--- src/rtl/div_sched_pkg.sv ---
// -----------------------------------------------------------------------------
// div_sched_pkg
// Shared types and defaults for the divider scheduler.
//   state_t   : scheduler sequencing states
//   DVD_W_DEF : default dividend width (Divider data_in)
//   DVS_W_DEF : default divisor/quotient/remainder width (Divider data_out)
//   TMO_DEF   : default WAIT-state timeout in cycles
//   id_width  : requester id width, never less than 1 bit
// -----------------------------------------------------------------------------
package div_sched_pkg;

    localparam int DVD_W_DEF = 10;
    localparam int DVS_W_DEF = 5;
    localparam int TMO_DEF   = 64;

    typedef enum logic [2:0] {
        ST_IDLE  = 3'd0,
        ST_CLR   = 3'd1,
        ST_START = 3'd2,
        ST_DVD   = 3'd3,
        ST_DVS   = 3'd4,
        ST_WAIT  = 3'd5,
        ST_RSP   = 3'd6
    } state_t;

    // A single requester still needs a 1-bit id field.
    function automatic int id_width(input int n);
        return (n > 1) ? $clog2(n) : 1;
    endfunction

endpackage

--- src/rtl/div_sched_if.sv ---
// -----------------------------------------------------------------------------
// div_sched_if
// Client-side request/response bus of the divider scheduler.
//   master : client logic (drives requests, accepts responses)
//   slave  : div_sched (grants requests, presents responses)
// Signals: req_valid/req_ready (per requester), packed operands,
//          rsp_valid/rsp_ready handshake, tagged result and status flags.
// -----------------------------------------------------------------------------
interface div_sched_if #(
    parameter int NREQ  = 2,
    parameter int DVD_W = 10,
    parameter int DVS_W = 5
);
    import div_sched_pkg::*;

    localparam int ID_W = id_width(NREQ);

    logic [NREQ-1:0]       req_valid;
    logic [NREQ-1:0]       req_ready;
    logic [NREQ*DVD_W-1:0] req_dividend;
    logic [NREQ*DVS_W-1:0] req_divisor;
    logic                  rsp_valid;
    logic                  rsp_ready;
    logic [ID_W-1:0]       rsp_id;
    logic [DVS_W-1:0]      rsp_quot;
    logic [DVS_W-1:0]      rsp_rem;
    logic                  rsp_divby0;
    logic                  rsp_ov;
    logic                  rsp_tmo;

    modport master (
        output req_valid, req_dividend, req_divisor, rsp_ready,
        input  req_ready, rsp_valid, rsp_id, rsp_quot, rsp_rem,
               rsp_divby0, rsp_ov, rsp_tmo
    );

    modport slave (
        input  req_valid, req_dividend, req_divisor, rsp_ready,
        output req_ready, rsp_valid, rsp_id, rsp_quot, rsp_rem,
               rsp_divby0, rsp_ov, rsp_tmo
    );

endinterface

--- src/rtl/div_sched_rr_arbiter.sv ---
// -----------------------------------------------------------------------------
// rr_arbiter
// Combinational round-robin picker: grants the first requester strictly after
// the pointer, wrapping around, so the last-served requester has lowest
// priority.
//   i_req : request vector
//   i_ptr : index of the most recently served requester
//   i_en  : grant enable; no grant when low
//   o_gnt : one-hot grant
//   o_idx : index of the granted requester (0 when no grant)
// -----------------------------------------------------------------------------
module rr_arbiter
    import div_sched_pkg::*;
#(
    parameter int NREQ = 2,
    localparam int ID_W = id_width(NREQ)
) (
    input  logic [NREQ-1:0] i_req,
    input  logic [ID_W-1:0] i_ptr,
    input  logic            i_en,
    output logic [NREQ-1:0] o_gnt,
    output logic [ID_W-1:0] o_idx
);

    logic            w_found;
    logic [ID_W-1:0] w_pos;

    // Scan from ptr+1 around to ptr itself and take the first asserted request.
    always_comb begin
        o_gnt   = '0;
        o_idx   = '0;
        w_found = 1'b0;
        w_pos   = '0;
        for (int k = 1; k <= NREQ; k++) begin
            w_pos = ID_W'((int'(i_ptr) + k) % NREQ);
            if (i_en && !w_found && i_req[w_pos]) begin
                w_found      = 1'b1;
                o_gnt[w_pos] = 1'b1;
                o_idx        = w_pos;
            end else begin
                w_found = w_found;
            end
        end
    end

endmodule

--- src/rtl/div_sched.sv ---
// -----------------------------------------------------------------------------
// div_sched
// Shares one iterative Divider between NREQ requesters. Grants round-robin,
// latches the winner's operands, runs the Divider clear/start/dividend/divisor
// sequence, collects quotient, remainder and error flags, and returns one
// tagged response per accepted request.
// Ports:
//   clk, rst     : clock, asynchronous active-high reset
//   bus          : client request/response bus (slave side)
//   div_rst      : Divider reset (high during rst and the CLR state)
//   div_start    : Divider start pulse
//   div_data     : Divider data_in (dividend, then zero-extended divisor)
//   div_out      : Divider data_out (quotient or remainder)
//   div_doneq/w  : quotient / remainder valid on div_out
//   div_by0/ov   : Divider divide-by-zero / quotient overflow
// -----------------------------------------------------------------------------
module div_sched
    import div_sched_pkg::*;
#(
    parameter int NREQ  = 2,
    parameter int DVD_W = DVD_W_DEF,
    parameter int DVS_W = DVS_W_DEF,
    parameter int TMO   = TMO_DEF
) (
    input  logic             clk,
    input  logic             rst,
    div_sched_if.slave       bus,
    output logic             div_rst,
    output logic             div_start,
    output logic [DVD_W-1:0] div_data,
    input  logic [DVS_W-1:0] div_out,
    input  logic             div_doneq,
    input  logic             div_donew,
    input  logic             div_by0,
    input  logic             div_ov
);

    localparam int ID_W  = id_width(NREQ);
    localparam int CNT_W = (TMO > 1) ? $clog2(TMO) : 1;

    state_t           r_state;
    logic [ID_W-1:0]  r_ptr;
    logic [ID_W-1:0]  r_id;
    logic [DVD_W-1:0] r_dvd;
    logic [DVS_W-1:0] r_dvs;
    logic [DVS_W-1:0] r_quot;
    logic [DVS_W-1:0] r_rem;
    logic             r_seen_q;
    logic             r_seen_r;
    logic             r_by0;
    logic             r_ov;
    logic             r_tmo;
    logic             r_rsp_valid;
    logic [CNT_W-1:0] r_cnt;

    logic [NREQ-1:0]  w_gnt;
    logic [ID_W-1:0]  w_gnt_idx;
    logic [DVD_W-1:0] w_sel_dvd;
    logic [DVS_W-1:0] w_sel_dvs;
    logic             w_seen_q;
    logic             w_seen_r;
    logic             w_err;
    logic             w_done;
    logic             w_tmo;

    rr_arbiter #(.NREQ(NREQ)) u_arb (
        .i_req (bus.req_valid),
        .i_ptr (r_ptr),
        .i_en  (r_state == ST_IDLE),
        .o_gnt (w_gnt),
        .o_idx (w_gnt_idx)
    );

    // The grant pulse is the accept strobe, so it must be combinational.
    assign bus.req_ready = w_gnt;

    // Divider is held in reset whenever the scheduler itself is in reset.
    assign div_rst   = rst | (r_state == ST_CLR);
    assign div_start = (r_state == ST_START);

    assign bus.rsp_valid  = r_rsp_valid;
    assign bus.rsp_id     = r_id;
    assign bus.rsp_quot   = r_quot;
    assign bus.rsp_rem    = r_rem;
    assign bus.rsp_divby0 = r_by0;
    assign bus.rsp_ov     = r_ov;
    assign bus.rsp_tmo    = r_tmo;

    // Operand mux for the granted requester.
    always_comb begin
        w_sel_dvd = '0;
        w_sel_dvs = '0;
        for (int i = 0; i < NREQ; i++) begin
            if (w_gnt[i]) begin
                w_sel_dvd = bus.req_dividend[i*DVD_W +: DVD_W];
                w_sel_dvs = bus.req_divisor[i*DVS_W +: DVS_W];
            end else begin
                w_sel_dvd = w_sel_dvd;
                w_sel_dvs = w_sel_dvs;
            end
        end
    end

    // Serial operand feed: dividend, then divisor, zero elsewhere.
    always_comb begin
        case (r_state)
            ST_DVD:  div_data = r_dvd;
            ST_DVS:  div_data = {{(DVD_W-DVS_W){1'b0}}, r_dvs};
            default: div_data = '0;
        endcase
    end

    // WAIT exit terms include the capture made in the current cycle.
    always_comb begin
        w_seen_q = r_seen_q | div_doneq;
        w_seen_r = r_seen_r | div_donew;
        w_err    = div_by0 | div_ov;
        w_done   = w_seen_q & w_seen_r;
        w_tmo    = (r_cnt == CNT_W'(TMO - 1));
    end

    // Sequencer with registered results and response handshake.
    always_ff @(posedge clk or posedge rst) begin
        if (rst) begin
            r_state     <= ST_IDLE;
            r_ptr       <= ID_W'(NREQ - 1);
            r_id        <= '0;
            r_dvd       <= '0;
            r_dvs       <= '0;
            r_quot      <= '0;
            r_rem       <= '0;
            r_seen_q    <= 1'b0;
            r_seen_r    <= 1'b0;
            r_by0       <= 1'b0;
            r_ov        <= 1'b0;
            r_tmo       <= 1'b0;
            r_rsp_valid <= 1'b0;
            r_cnt       <= '0;
        end else begin
            case (r_state)
                ST_IDLE: begin
                    if (|w_gnt) begin
                        r_id    <= w_gnt_idx;
                        r_dvd   <= w_sel_dvd;
                        r_dvs   <= w_sel_dvs;
                        r_state <= ST_CLR;
                    end
                end
                ST_CLR: begin
                    r_quot   <= '0;
                    r_rem    <= '0;
                    r_seen_q <= 1'b0;
                    r_seen_r <= 1'b0;
                    r_by0    <= 1'b0;
                    r_ov     <= 1'b0;
                    r_tmo    <= 1'b0;
                    r_state  <= ST_START;
                end
                ST_START: r_state <= ST_DVD;
                ST_DVD:   r_state <= ST_DVS;
                ST_DVS: begin
                    r_cnt   <= '0;
                    r_state <= ST_WAIT;
                end
                ST_WAIT: begin
                    if (div_doneq) r_quot <= div_out;
                    if (div_donew) r_rem  <= div_out;
                    r_seen_q <= w_seen_q;
                    r_seen_r <= w_seen_r;
                    r_by0    <= r_by0 | div_by0;
                    r_ov     <= r_ov | div_ov;
                    // Errors and completion beat the timeout.
                    if (w_err || w_done) begin
                        r_rsp_valid <= 1'b1;
                        r_state     <= ST_RSP;
                    end else if (w_tmo) begin
                        r_tmo       <= 1'b1;
                        r_rsp_valid <= 1'b1;
                        r_state     <= ST_RSP;
                    end else begin
                        r_cnt <= r_cnt + CNT_W'(1);
                    end
                end
                ST_RSP: begin
                    if (bus.rsp_ready) begin
                        r_ptr       <= r_id;
                        r_rsp_valid <= 1'b0;
                        r_state     <= ST_IDLE;
                    end
                end
                default: begin
                    r_rsp_valid <= 1'b0;
                    r_state     <= ST_IDLE;
                end
            endcase
        end
    end

endmodule

--- src/flat_wrapper.sv ---
// flat-port wrapper written by rule: the top's interface ports become plain ports
module div_sched_flat import div_sched_pkg::*;
#(
    parameter int NREQ  = 2,
    parameter int DVD_W = DVD_W_DEF,
    parameter int DVS_W = DVS_W_DEF,
    parameter int TMO   = TMO_DEF
)
  (clk, rst, div_rst, div_start, div_data, div_out, div_doneq, div_donew, div_by0, div_ov, bus_req_valid, bus_req_dividend, bus_req_divisor, bus_rsp_ready, bus_req_ready, bus_rsp_valid, bus_rsp_id, bus_rsp_quot, bus_rsp_rem, bus_rsp_divby0, bus_rsp_ov, bus_rsp_tmo);
  div_sched_if #(.NREQ(NREQ), .DVD_W(DVD_W), .DVS_W(DVS_W)) bus_i ();
  input  logic clk;
  input  logic rst;
  output logic div_rst;
  output logic div_start;
  output logic [DVD_W-1:0] div_data;
  input  logic [DVS_W-1:0] div_out;
  input  logic div_doneq;
  input  logic div_donew;
  input  logic div_by0;
  input  logic div_ov;
  input wire logic [$bits(bus_i.req_valid)-1:0] bus_req_valid;
  input wire logic [$bits(bus_i.req_dividend)-1:0] bus_req_dividend;
  input wire logic [$bits(bus_i.req_divisor)-1:0] bus_req_divisor;
  input wire logic [$bits(bus_i.rsp_ready)-1:0] bus_rsp_ready;
  output wire logic [$bits(bus_i.req_ready)-1:0] bus_req_ready;
  output wire logic [$bits(bus_i.rsp_valid)-1:0] bus_rsp_valid;
  output wire logic [$bits(bus_i.rsp_id)-1:0] bus_rsp_id;
  output wire logic [$bits(bus_i.rsp_quot)-1:0] bus_rsp_quot;
  output wire logic [$bits(bus_i.rsp_rem)-1:0] bus_rsp_rem;
  output wire logic [$bits(bus_i.rsp_divby0)-1:0] bus_rsp_divby0;
  output wire logic [$bits(bus_i.rsp_ov)-1:0] bus_rsp_ov;
  output wire logic [$bits(bus_i.rsp_tmo)-1:0] bus_rsp_tmo;
  assign bus_i.req_valid = bus_req_valid;
  assign bus_i.req_dividend = bus_req_dividend;
  assign bus_i.req_divisor = bus_req_divisor;
  assign bus_i.rsp_ready = bus_rsp_ready;
  assign bus_req_ready = bus_i.req_ready;
  assign bus_rsp_valid = bus_i.rsp_valid;
  assign bus_rsp_id = bus_i.rsp_id;
  assign bus_rsp_quot = bus_i.rsp_quot;
  assign bus_rsp_rem = bus_i.rsp_rem;
  assign bus_rsp_divby0 = bus_i.rsp_divby0;
  assign bus_rsp_ov = bus_i.rsp_ov;
  assign bus_rsp_tmo = bus_i.rsp_tmo;
  div_sched #(.NREQ(NREQ), .DVD_W(DVD_W), .DVS_W(DVS_W), .TMO(TMO)) u_core (.clk(clk), .rst(rst), .bus(bus_i), .div_rst(div_rst), .div_start(div_start), .div_data(div_data), .div_out(div_out), .div_doneq(div_doneq), .div_donew(div_donew), .div_by0(div_by0), .div_ov(div_ov));
endmodule
--- config.mk ---
export PLATFORM = sky130hd
export DESIGN_NAME = div_sched_flat
export DESIGN_NICKNAME = d
export VERILOG_FILES = /design/src/rtl/div_sched_pkg.sv /design/src/rtl/div_sched_if.sv /design/src/rtl/div_sched_rr_arbiter.sv /design/src/rtl/div_sched.sv /design/src/flat_wrapper.sv
export SDC_FILE = /design/constraint.sdc
export NUM_CORES = 1
export LEC_CHECK = 0
export BUFFER_PORTS_ARGS = -buffer_cell sky130_fd_sc_hd__clkbuf_2
export CELL_PAD_IN_SITES_DETAIL_PLACEMENT = 0
export CELL_PAD_IN_SITES_GLOBAL_PLACEMENT = 1
export CORE_ASPECT_RATIO = 0.7
export CORE_UTILIZATION = 36
export CTS_CLUSTER_SIZE = 25
export DETAILED_ROUTE_END_ITERATION = 12
export HOLD_SLACK_MARGIN = 0.15
export PLACE_DENSITY_LB_ADDON = 0.1
export REMOVE_ABC_BUFFERS = 1
export SYNTH_ARGS = -nofsm -noshare
export SYNTH_HDL_FRONTEND = slang
export SYNTH_SLANG_ARGS = --single-unit
--- constraint.sdc ---
create_clock -name clk -period 2.1 [get_ports clk]
set_clock_uncertainty 0.1 [all_clocks]
set_input_delay 0.105 -clock clk [delete_from_list [all_inputs] [get_ports clk]]
set_output_delay 0.105 -clock clk [all_outputs]
set_load 0.02 [all_outputs]
==> results.py <==
metrics = {
    "global_route": {
        "grt_overflow": 0,
        "met3_usage": 0.0434,
        "grt_pass1_vias": 1963,
        "busiest_layer": "met2",
        "grt_max_degree": 43,
        "track_usage": 0.203,
        "met1_usage": 0.293,
        "grt_first_pass_wirelength_um": 9420,
        "antenna_found_initial": 0,
        "grtUsageMet2": 0.315,
    },
    "place": {
        "io_buffer_count": 72,
        "finalWeightedCongestion": 0.745,
        "post-dp-hpwl_um": 3920,
    },
    "setup_path": {
        "crit_family": "simple AND/OR/NAND/NOR gates",
        "rrSetupSlack_ns": 0.16,
        "critPathLaunchType": "flop",
        "crit_required_ns": 2.22,
        "slowest_stage": "or4_1",
        "cp_cell_sequence": "ha_1, and2_1, a41oi_2, o21ai_2, or4_1, a21oi_1",
        "critPathArrivalTime_ns": 2.06,
        "crit_buf_inv": 0,
        "critPathMaxFanout": 8,
        "slowest_delay_ns": 0.47,
        "path_class": "flop to flop",
        "worst_setup_path_end_kind": "flop",
    },
    "logic_synthesis": {
        "syn_inst": 207,
        "syn-cell-area_mm2": 0.00202,
        "ys_dominant_reg_cell": "dfrtp_1",
        "synthArstFlopShare": 1.00,
        "avgSynthCellArea_um2": 9.76,
        "ys_types": 39,
        "synth_seq_area_share": 0.521,
        "synth_warnings": 0,
        "synth_seq_cells": 42,
        "synth_edf_count": 0,
    },
    "clocking": {
        "cts_buffers": 5,
        "cts_buffer_depth": 2,
        "cts_num_sinks": 42,
        "cts_tree": "done",
        "cts_max_level": 2,
        "clkSlewWorstSetupHoldPaths_ns": 0.08,
        "clockRootBuffer": "clkbuf_8",
        "clk_latency_ns": 0.29,
    },
    "final_layout": {
        "num-fill-cells": 493,
        "multi_input_area_um2": 902,
        "post-route-util": 0.574,
        "nets": 377,
        "syn_to_final_growth_pct": 50.9,
        "diodes": 0,
        "drive_gt1_frac": 0.294,
        "register_area_mm2": 0.00105,
    },
    "timing": {
        "slew_viol_final": 0,
        "timing.fmax_mhz": 516,
        "fin_setup_tns_ns": 0,
        "rsz0062_at_grt": "no",
        "hold_violations": 0,
        "setup_viol": 0,
        "post-route-min-period_ns": 1.94,
        "worstMarginPinSlew_ns": 0.536,
        "fin_crit_sh": 0.923,
        "relSlewSlack": 0.643,
    },
    "routing": {
        "drt_pass1_iterations": 4,
        "num_vias": 2024,
        "totalWireLength_um": 5660,
        "ant_nets": 0,
        "viasPerCell": 5.00,
        "drc": 0,
        "detail_route.iter0.violations": 97,
        "routedWlPerCell_um": 14.0,
    },
    "floorplanning": {
        "std_cell_rows": 22,
        "chipHeight_um": 64.7,
        "ios": 73,
        "start_util": 0.380,
        "core_area_mm2": 0.00531,
        "die-width_um": 91.5,
        "die-area_mm2": 0.00592,
    },
    "pwr": {
        "vdd_drop_max_v": 0.000538,
        "power_density_mw_per_mm2": 1180,
        "leakage_nw": 1.47,
    },
    "status": {
        "outcome": "finished clean",
    },
    "worst_hold_path": {
        "hp-class": "input port to flop",
    },
    "job": {
        "drv_cap": 0,
    },
}
==> through the flow <==
step	area (µm²)	cells	hold slack [ns]	setup WS, ns	total power [W]
CTS	3040	404	0.158	0.0554	0.00364
global placement	2520	353	0.213	0.193	0.00301
global route	3050	405	0.225	0.0379	0.00390
finish	3050	405	0.174	0.161	0.00361
floorplan	1970	198	0.122	0.0159	0.00239
detailed placement	2520	353	0.214	0.172	0.00302
==> state kept, by name, indices dropped and copies added (netlist names), 3 cells and up <==
register	cells
u_core.r_dvd	10
u_core.r_dvs	5
u_core.bus.rsp_quot	5
u_core.r_cnt	6
u_core.r_state	3
u_core.bus.rsp_rem	5
==> cells in the mapped netlist (2+ instances only) <==
library cell / number / area [µm²]
mux2i_1: 8 / 80.1
buf_2: 2 / 10.0
nor2_1: 19 / 71.3
a21oi_1: 12 / 60.1
nand2_1: 27 / 101
o41ai_1: 2 / 17.5
a21o_1: 2 / 15.0
a32o_1: 9 / 90.1
and3_1: 5 / 31.3
clkbuf_1: 5 / 18.8
a31oi_1: 2 / 12.5
or3_1: 2 / 12.5
o21ai_1: 14 / 70.1
nand3_1: 3 / 15.0
nor3_1: 4 / 20.0
o31ai_1: 2 / 15.0
a22o_1: 5 / 43.8
o21ai_0: 12 / 60.1
inv_1: 4 / 15.0
and2_1: 8 / 50.1
dfrtp_1: 41 / 1030
nand2b_1: 2 / 12.5
==> power by group <==
group	internal, W	leakage [nW]	switching [W]
clock network	0.000266	0.0482	0.000275
registers	0.00115	0.535	0.000226
logic	0.000689	0.887	0.000998
==> cell families (layout without fill, tap and decap cells) <==
| group | after synthesis | in the layout | synth area share |
|---|---|---|---|
| and+or+nand+nor | 76 | 76 | 0.181 |
| AOI/OAI and AO/OA | 65 | 65 | 0.214 |
| DFF | 42 | 42 | 0.521 |
| adders and majority gates | 1 | 1 | 0.00619 |
| buffers and inverters | 14 | 140 | 0.0328 |
| muxes | 9 | 9 | 0.0452 |
==> layout make-up <==
cell class	instances	share of cell area
flip-flops and latches	42	0.346
well taps	72	0.0295
repair buffers	127	0.293
clock inverters	1	0.00164
multi-input cells	151	0.296
clock buffers	7	0.0283
inverters	5	0.00616
==> per-layer routing <==
layer | wire [µm] | up-vias
met3 | 273 | 2
met5 | 0 | -
met4 | 19 | 0
met1 | 2770 | 978
li1 | - | 1002
met2 | 2600 | 42
==> repair_timing <==
item / in CTS / in global routing
buffers inserted: 0 / 1
gates resized for setup: 0 / 1
hold endpoints to repair: 73 / 0
hold buffers: 43 / 0
endpoints found under the setup margin: 0 / 6
==> worst paths after layout <==
path,start,depth (start not counted),endpoint
hold / removal,div_donew,4,u_core.bus.rsp_rem[4]$_DFFE_PP0P_
max in group asynchronous,rst,4,u_core.r_state[2]$_DFFE_PP0P_
setup / recovery,u_core.r_cnt[0]$_DFFE_PP0P_,6,u_core.r_cnt[5]$_DFFE_PP0P_
setup reg to reg,u_core.r_cnt[0]$_DFFE_PP0P_,6,u_core.r_cnt[5]$_DFFE_PP0P_
hold reg to reg,u_core.r_dvd[1]$_DFFE_PP0P_,2,u_core.r_dvd[1]$_DFFE_PP0P_
min in group asynchronous,rst,4,u_core.r_dvs[2]$_DFFE_PP0P_
==> cells in the final DEF (no fill, tap or decap), drive strengths merged, types with 5 or more instances in the layout <==
cell type / count
a21oi: 12
a22o: 5
a32o: 9
and2: 8
and3: 5
buf: 12
clkbuf: 79
dfrtp: 41
dlygate4sd3: 43
mux2i: 8
nand2: 27
nor2: 19
nor3: 5
o21ai: 27
==> tightest hold or removal path, stage by stage <==
cell      delay [ns]
clkbuf_2        0.12
o21ai_1         0.15
nand2_1         0.10
nand2_1         0.04
(Power assumes the default switching activity.)
